==> config.mk <==
export PLATFORM = sky130hd
export DESIGN_NAME = reg_dump_ctrl
export DESIGN_NICKNAME = d
export VERILOG_FILES = /design/src/rtl/reg_dump_pkg.sv /design/src/rtl/reg_dump_ctrl.sv
export SDC_FILE = /design/constraint.sdc
export NUM_CORES = 1
export LEC_CHECK = 0
export ABC_AREA = 1
export CELL_PAD_IN_SITES_DETAIL_PLACEMENT = 1
export CELL_PAD_IN_SITES_GLOBAL_PLACEMENT = 1
export CORE_ASPECT_RATIO = 0.6
export CORE_MARGIN = 2
export CORE_UTILIZATION = 25
export DETAILED_ROUTE_END_ITERATION = 6
export HOLD_SLACK_MARGIN = 0.15
export PLACE_DENSITY = 0.81
export SLEW_MARGIN = 20
export SYNTH_ARGS = -nofsm -noshare
export SYNTH_HDL_FRONTEND = slang
export SYNTH_SLANG_ARGS = --single-unit
==> constraint.sdc <==
create_clock -name clk -period 1.1 [get_ports clk]
set_input_delay 0.22 -clock clk [delete_from_list [all_inputs] [get_ports clk]]
set_output_delay 0.22 -clock clk [all_outputs]
set_load 0.005 [all_outputs]
==> src/rtl/reg_dump_pkg.sv <==
`default_nettype none
// ============================================================================
// Module      : reg_dump_pkg
// Description : Shared types and default sizes for the register dump
//               controller.
// Revision    : 1.0 - initial release
// ============================================================================
package reg_dump_pkg;

    localparam int c_DATA_W = 24;   // default register data width
    localparam int c_ADDR_W = 4;    // default register index width
    localparam int NUM_REGS = 16;   // registers addressable with c_ADDR_W bits

    // Controller states; one word takes ISSUE -> WAIT -> PRESENT.
    typedef enum logic [2:0] {
        S_IDLE    = 3'd0,
        S_ISSUE   = 3'd1,
        S_WAIT    = 3'd2,
        S_PRESENT = 3'd3,
        S_DONE    = 3'd4
    } state_t;

endpackage
`default_nettype wire

==> src/rtl/reg_dump_ctrl.sv <==
`default_nettype none
// ============================================================================
// Module      : reg_dump_ctrl
// Description : Walks a register file from first_idx to last_idx (wrapping
//               modulo the register count), reads each register through a
//               one-cycle-latency read port and streams the values out on a
//               valid/ready interface. Supports abort and reports done.
// Revision    : 1.0 - initial release
// ============================================================================
module reg_dump_ctrl
    import reg_dump_pkg::*;
#(
    parameter int DATA_W = c_DATA_W,
    parameter int ADDR_W = c_ADDR_W
) (
    input  logic              clk,
    input  logic              reset,
    input  logic              start,
    input  logic              abort,
    input  logic [ADDR_W-1:0] first_idx,
    input  logic [ADDR_W-1:0] last_idx,
    output logic [ADDR_W-1:0] regselector,
    input  logic [DATA_W-1:0] rdata,
    output logic              dump_valid,
    input  logic              dump_ready,
    output logic [DATA_W-1:0] dump_data,
    output logic [ADDR_W-1:0] dump_index,
    output logic              dump_last,
    output logic              busy,
    output logic              done
);

    state_t              r_state;
    state_t              w_next;
    logic [ADDR_W-1:0]   r_cur_idx;
    logic [ADDR_W-1:0]   r_last_idx;
    logic [DATA_W-1:0]   r_dump_data;
    logic [ADDR_W-1:0]   r_dump_index;
    logic                w_at_last;

    // The first index needs no separate copy: cur_idx is loaded with it at
    // start and is the only place it is ever used.
    assign w_at_last = (r_cur_idx == r_last_idx);

    // State register.
    always_ff @(posedge clk) begin
        if (!reset) begin
            r_state <= S_IDLE;
        end else begin
            r_state <= w_next;
        end
    end

    // Next-state logic; abort in any active state wins over everything else.
    always_comb begin
        w_next = r_state;
        case (r_state)
            S_IDLE:    if (start) w_next = S_ISSUE;
            S_ISSUE:   w_next = S_WAIT;
            S_WAIT:    w_next = S_PRESENT;
            S_PRESENT: begin
                if (dump_ready) begin
                    w_next = w_at_last ? S_DONE : S_ISSUE;
                end
            end
            S_DONE:    w_next = S_IDLE;
            default:   w_next = S_IDLE;
        endcase
        if (abort && (r_state != S_IDLE)) begin
            w_next = S_IDLE;
        end
    end

    // Index bookkeeping and capture of the read data at the end of WAIT.
    always_ff @(posedge clk) begin
        if (!reset) begin
            r_cur_idx    <= '0;
            r_last_idx   <= '0;
            r_dump_data  <= '0;
            r_dump_index <= '0;
        end else begin
            if ((r_state == S_IDLE) && start) begin
                r_cur_idx  <= first_idx;
                r_last_idx <= last_idx;
            end
            if (r_state == S_WAIT) begin
                r_dump_data  <= rdata;
                r_dump_index <= r_cur_idx;
            end
            // Natural overflow of the index gives the 15 -> 0 wrap.
            if ((r_state == S_PRESENT) && dump_ready && !abort && !w_at_last) begin
                r_cur_idx <= r_cur_idx + ADDR_W'(1);
            end
        end
    end

    // The read select is the current index; it is stable from ISSUE through
    // WAIT, which is all the register file needs.
    assign regselector = r_cur_idx;
    assign dump_data   = r_dump_data;
    assign dump_index  = r_dump_index;
    assign dump_valid  = (r_state == S_PRESENT);
    assign dump_last   = (r_state == S_PRESENT) && w_at_last;
    assign busy        = (r_state != S_IDLE);
    assign done        = (r_state == S_DONE);

endmodule
`default_nettype wire

## After elaboration in Yosys (flattened, before gate mapping)

Cells that the tools add are included.

| storage, ports and cells | value |
|---|---|
| flip-flop bits (word level) | 39 |

| cells by class | value |
|---|---|
| add/subtract/negate cells | 1 |
| equal/unequal tests | 7 |
| muxes and demuxes | 6 |
| bitwise gates (word level) | 1 |
| reductions and logical operators | 13 |

Operator list:

| operator | count |
|---|---|
| one-hot mux 3 bit (4 select lines) | 1 |
| 2-to-1 mux 3 bit | 3 |
| 2-to-1 mux 4 bit | 2 |
| == test 3 x 2 -> 1 bit, second input constant | 2 |
| logical AND 1 bit | 6 |
| adder 4 x 1 -> 4 bit, second input constant | 1 |
| == test 4 bit | 1 |
| == test 3 x 1 -> 1 bit, second input constant | 1 |
| == test 3 bit, second input constant | 1 |
| zero test 3 bit | 1 |
| nonzero test 3 bit | 1 |
| zero test 1 bit | 2 |
| != test 2 x 1 -> 1 bit, second input constant | 1 |
| != test 2 bit, second input constant | 1 |
| AND reduction 2 bit | 1 |
| nonzero test 2 bit | 1 |
| OR reduction 2 bit | 1 |
| NOT 1 bit | 1 |

## Depth between registers and ports, before layout

| depth | value |
|---|---|
| depth in word-level cells | 5 |
| mapped depth | 9 |
| depth with buffers taken out | 9 |

## Worst setup path before layout

No wires, ideal clock.

| timing | value |
|---|---|
| path kind | register -> register |
| start point | register r_cur_idx[2] (netlist: regselector[2]) |
| end point | register r_cur_idx[0] (netlist: regselector[0]) |
| library setup time | 0.117 ns |
| data arrival time | 1.044 ns |
| path slack | -0.061 ns |
| cell stages (with the launch flop) | 9 |
| clock period less this slack | 1.161 ns |
| cell sequence | dfxtp_1 -> inv_1 -> nand2_1 -> nand2_1 -> nor2_1 -> nand2_2 -> nand2_4 -> and3_1 -> nor2_1 |

| on the way | value |
|---|---|
| cells in the longest elaborated chain, start to end | 4 |
| elaborated cells between the ends (all ways) | 5 |
| classes of those cells | eq/ne: 1; mux: 1; reduce/logical: 3 |

Ends and longest elaborated chain:

| item | RTL line | text |
|---|---|---|
| from (decl) | reg_dump_ctrl.sv:35 | `logic [ADDR_W-1:0] r_cur_idx;` |
| from (signal assigned) | reg_dump_ctrl.sv:83 | `r_cur_idx <= first_idx;` |
| from (signal assigned) | reg_dump_ctrl.sv:92 | `r_cur_idx <= r_cur_idx + ADDR_W'(1);` |
| == test 4 bit (*) | reg_dump_ctrl.sv:43 | `assign w_at_last = (r_cur_idx == r_last_idx);` |
| zero test 1 bit (*) | reg_dump_ctrl.sv:91 | `if ((r_state == S_PRESENT) && dump_ready && !abort && !w_at_last) begin` |
| logical AND 1 bit (*) | reg_dump_ctrl.sv:91 |  |
| 2-to-1 mux 4 bit or nonzero test 2 bit (tied branches) | -- |  |

Mark *: on every way between the ends. The rest lies on a longest branch, timed or not.
A chain may end at the register's enable or synchronous reset.

## Worst setup path in the final report

| timing | value |
|---|---|
| start point | register r_state[2] |
| end point | register r_dump_data[9] (netlist: dump_data[9]) |

| on the way | value |
|---|---|
| cells in the longest elaborated chain, start to end | 1 |

Ends and longest elaborated chain:

| item | RTL line | text |
|---|---|---|
| from (decl) | reg_dump_ctrl.sv:33 | `state_t r_state;` |
| from (signal assigned) | reg_dump_ctrl.sv:50 | `r_state <= w_next;` |
| == test 3 x 2 -> 1 bit | reg_dump_ctrl.sv:86 | `if (r_state == S_WAIT) begin` |
| to (signal assigned) | reg_dump_ctrl.sv:87 | `r_dump_data <= rdata;` |
| to (decl) | reg_dump_ctrl.sv:37 | `logic [DATA_W-1:0] r_dump_data;` |

Every way passes these cells.

==> flow_metrics.env <==
export IMPL_maxSlewHeadroom=0.7678
export IMPL_violations="negative setup slack"
export IMPL_wl_met1_um=3262
export IMPL_vias=1940
export IMPL_power_uw=5004
export IMPL_ys_types=25
export IMPL_cts_buffers=5
export IMPL_crit_start="r_state[2]$_SDFFE_PP0P_"
export IMPL_end_kind="register"
export IMPL_postSynthAreaPerCell_um2=7.368
export IMPL_p_leak_uw=0.001418
export IMPL_status="finished with violations"
export IMPL_p_comb_frac=0.417
export IMPL_syn2layout_area_growth_pct=116.7
export IMPL_syn_inst=216
export IMPL_fmax_ghz=0.6743
export IMPL_highest_layer="met4"
export IMPL_routed_wl_met2_um=3508
export IMPL_p_int_uw=3312
export IMPL_ant_nets=0
export IMPL_drive_above_1_share=0.5760
export IMPL_drt_wl_total_um=7150
export IMPL_rr_startpoint="r_state[2]$_SDFFE_PP0P_"
export IMPL_setup_viol=44
export IMPL_max_slew_worst_pin_slew_ps=347.2
export IMPL_report_final_hold_viol_count=0
export IMPL_ioPinCount=73
export IMPL_grt_overflow_total=0
export IMPL_core_area_um2=6138
export IMPL_cts_tree="yes"
export IMPL_required_ps=1290
export IMPL_ys_ff_latch=39
export IMPL_setup_slack_ps=-383.0
export IMPL_final_max_slew_viol_count=0
export IMPL_path_clk_slew_ps=90
export IMPL_crit_path_start_kind="register"
export IMPL_cts_buffer_depth=2
export IMPL_reg2reg_to="dump_data[9]$_SDFFE_PN0P_"
export IMPL_htreeDepth=2
export IMPL_crit_path_max_fanout=12
export IMPL_finish_utilization=0.5620
export IMPL_cts_root_buf="clkbuf_8"
export IMPL_antenna_found_initial=0
export IMPL_final_min_clock_period_ps=1483
export IMPL_ir_drop_mv=0.6830
export IMPL_layoutNonFillerInstCount=426
export IMPL_switching_power_uw=1692
export IMPL_die_area_um2=7041
export IMPL_ys_warn_count=0
export IMPL_io_buffer_count=72
export IMPL_dp_hpwl_um=4093
export IMPL_wl_met3_um=328
export IMPL_hp_class="register to register"
export IMPL_gp_congestion=0.7987
export IMPL_crit_type="register to register"
export IMPL_cts_hold_buf=0
export IMPL_clk_latency_ps=290
export IMPL_arrival_ps=1670
export IMPL_post_route_drc_count=0
export IMPL_die_w_um=107.0
export IMPL_yosysTopAreaCell="dfxtp_1"
export IMPL_power_frac_clock=0.222
export IMPL_grt_usage=0.2000
export IMPL_grt_max_degree=21
export IMPL_clock_sinks=39
export IMPL_grt_pass1_wl_um=10790
export IMPL_grt_setup_unrepaired="true"
export IMPL_p_seq_frac=0.361
export IMPL_initial_utilization=0.2593
export IMPL_first_pass_iters=4
export IMPL_reg2reg_depth=10
export IMPL_ys_top_cells_by_area="dfxtp_1, nor2_1, o21ai_0"
export IMPL_rows=22
export IMPL_syn_cell_area_um2=1592
export IMPL_min_period_over_period=1.348
export IMPL_grt_pass1_vias=2092
export IMPL_syn_num_nets=254
export IMPL_avgViaCountPerCell=4.554
export IMPL_diodes=0
export IMPL_place_inst=388
export IMPL_wire_per_inst_um=16.78
export IMPL_layout_nets=379
export IMPL_cp_endpoint="dump_data[9]$_SDFFE_PN0P_"
export IMPL_swShare=0.3381
export IMPL_rrSetupSlack_ps=-380
export IMPL_cellPowerDensity_nw_per_um2=1451
export IMPL_fin_skew_ps=9.549
export IMPL_synth_yosys_seq_area_share=0.4906
export IMPL_drt_iter0_drc=59
export IMPL_maxCapViolCount=0
export IMPL_yosysTopAreaCellShare=0.4906
export IMPL_die_h_um=65.81
cell usage in the layout, fill, tap and decap left out, drive strengths merged:
master / instances
nor2: 55
and3: 1
a21oi: 12
dfxtp: 39
o21ai: 34
dlygate4sd2: 1
clkdlybuf4s50: 36
xnor2: 1
a31oi: 1
clkdlybuf4s15: 21
nor4: 1
buf: 62
clkbuf: 14
xor2: 1
nand2: 30
nand3: 10
inv: 19
nor3: 2
o211ai: 1
ha: 1
what timing repair did:
item / in CTS / in global routing
setup buffers: 18 / 11
cloned: 4 / 0
gates resized for setup: 209 / 84
setup endpoints to repair: 75 / 74
hold endpoints to repair: 0 / 0
pin swaps: 27 / 5
layout make-up:
cell class,count,area (um^2)
fill,710,2689
timing repair buffer,127,1221
multi-input combinational,150,1089
sequential,39,833.3
tap,84,105.1
clock buffer,7,96.34
inverter,17,82.58
timing repair inverter,1,16.27
clock inverter,1,6.256
critical path, stage by stage, from the launching register on:
cell and delay, ps:
dfxtp_2 340, buf_6 120, nor2_4 140, buf_6 130, inv_4 30, nor2_4 130, buf_6 150, buf_12 110
inv_12 60, nor2_2 110, nor2_1 50
worst min path at each step:
stage / startpoint / to / depth (start not counted)
2_1_floorplan: rdata[17] / dump_data[17]$_SDFFE_PN0P_ / 2
3_3_place_gp: r_last_idx[3]$_SDFFE_PN0P_ / r_last_idx[3]$_SDFFE_PN0P_ / 2
3_5_place_dp: r_last_idx[3]$_SDFFE_PN0P_ / r_last_idx[3]$_SDFFE_PN0P_ / 2
4_1_cts: rdata[9] / dump_data[9]$_SDFFE_PN0P_ / 3
5_1_grt: r_last_idx[3]$_SDFFE_PN0P_ / r_last_idx[3]$_SDFFE_PN0P_ / 2
6_report: r_last_idx[3]$_SDFFE_PN0P_ / r_last_idx[3]$_SDFFE_PN0P_ / 2
kinds of logic (layout without fill, tap and decap cells):
kind of cell,after synthesis,count (layout),synth area share
xor+xnor,2,2,0.01101
buf+inv,27,153,0.06839
simple gates,99,99,0.2689
flops,39,39,0.4906
compound gates,48,48,0.1533
fa+ha+maj,1,1,0.007860
per-stage QoR:
| step | setup WS (ps) | TNS [ps] | hold slack, ps | cell area, um^2 |
|---|---|---|---|---|
| 2_1_floorplan | -16.66 | -31.28 | 354.9 | 1613 |
| 3_3_place_gp | -423.6 | -10020 | 459.8 | 2601 |
| 3_5_place_dp | -450.5 | -11930 | 485.7 | 2601 |
| 4_1_cts | -322.6 | -10050 | 496.1 | 3164 |
| 5_1_grt | -457.8 | -16440 | 516.6 | 3450 |
| 6_report | -383.0 | -13600 | 495.4 | 3450 |
Yosys cell counts:
cell and count:
buf_2 6, nand3_1 9, inv_1 15, ha_1 1, nor3_4 1, nand2_2 1, xnor2_1 1, nor2_1 53
dfxtp_1 39, xor2_1 1, clkbuf_1 3, nand2_4 1, buf_1 1, a21oi_1 12, a31oi_1 1, and3_1 1
nand2_1 28, nand3_2 1, o21ai_0 34, nor4_1 1, nor2_2 1, nor3_1 1, o211ai_1 1, nor2_4 1
inv_2 2
routing by layer:
metal | up-vias | GRT usage
li1 | 944 | -
met1 | 936 | 0.2489
met2 | 54 | 0.3583
met3 | 6 | 0.05222
met4 | 0 | 0.02922
met5 | - | 0
power by group through the flow:
stage	combinational [uW]	clock, uW	sequential (uW)
final	2090	1110	1810
after detailed placement	1340	0	1770
after CTS	1760	1130	1790
after floorplan	493	0	1780
after global routing	2250	1220	1830
after global placement	1290	0	1760
sequential cells by signal, indices dropped and copies added, names as in the netlist:
signal,cells
dump_data,24
dump_index,4
r_last_idx,4
r_state,3
regselector,4
No activity file was read; power rests on OpenSTA's default activity.
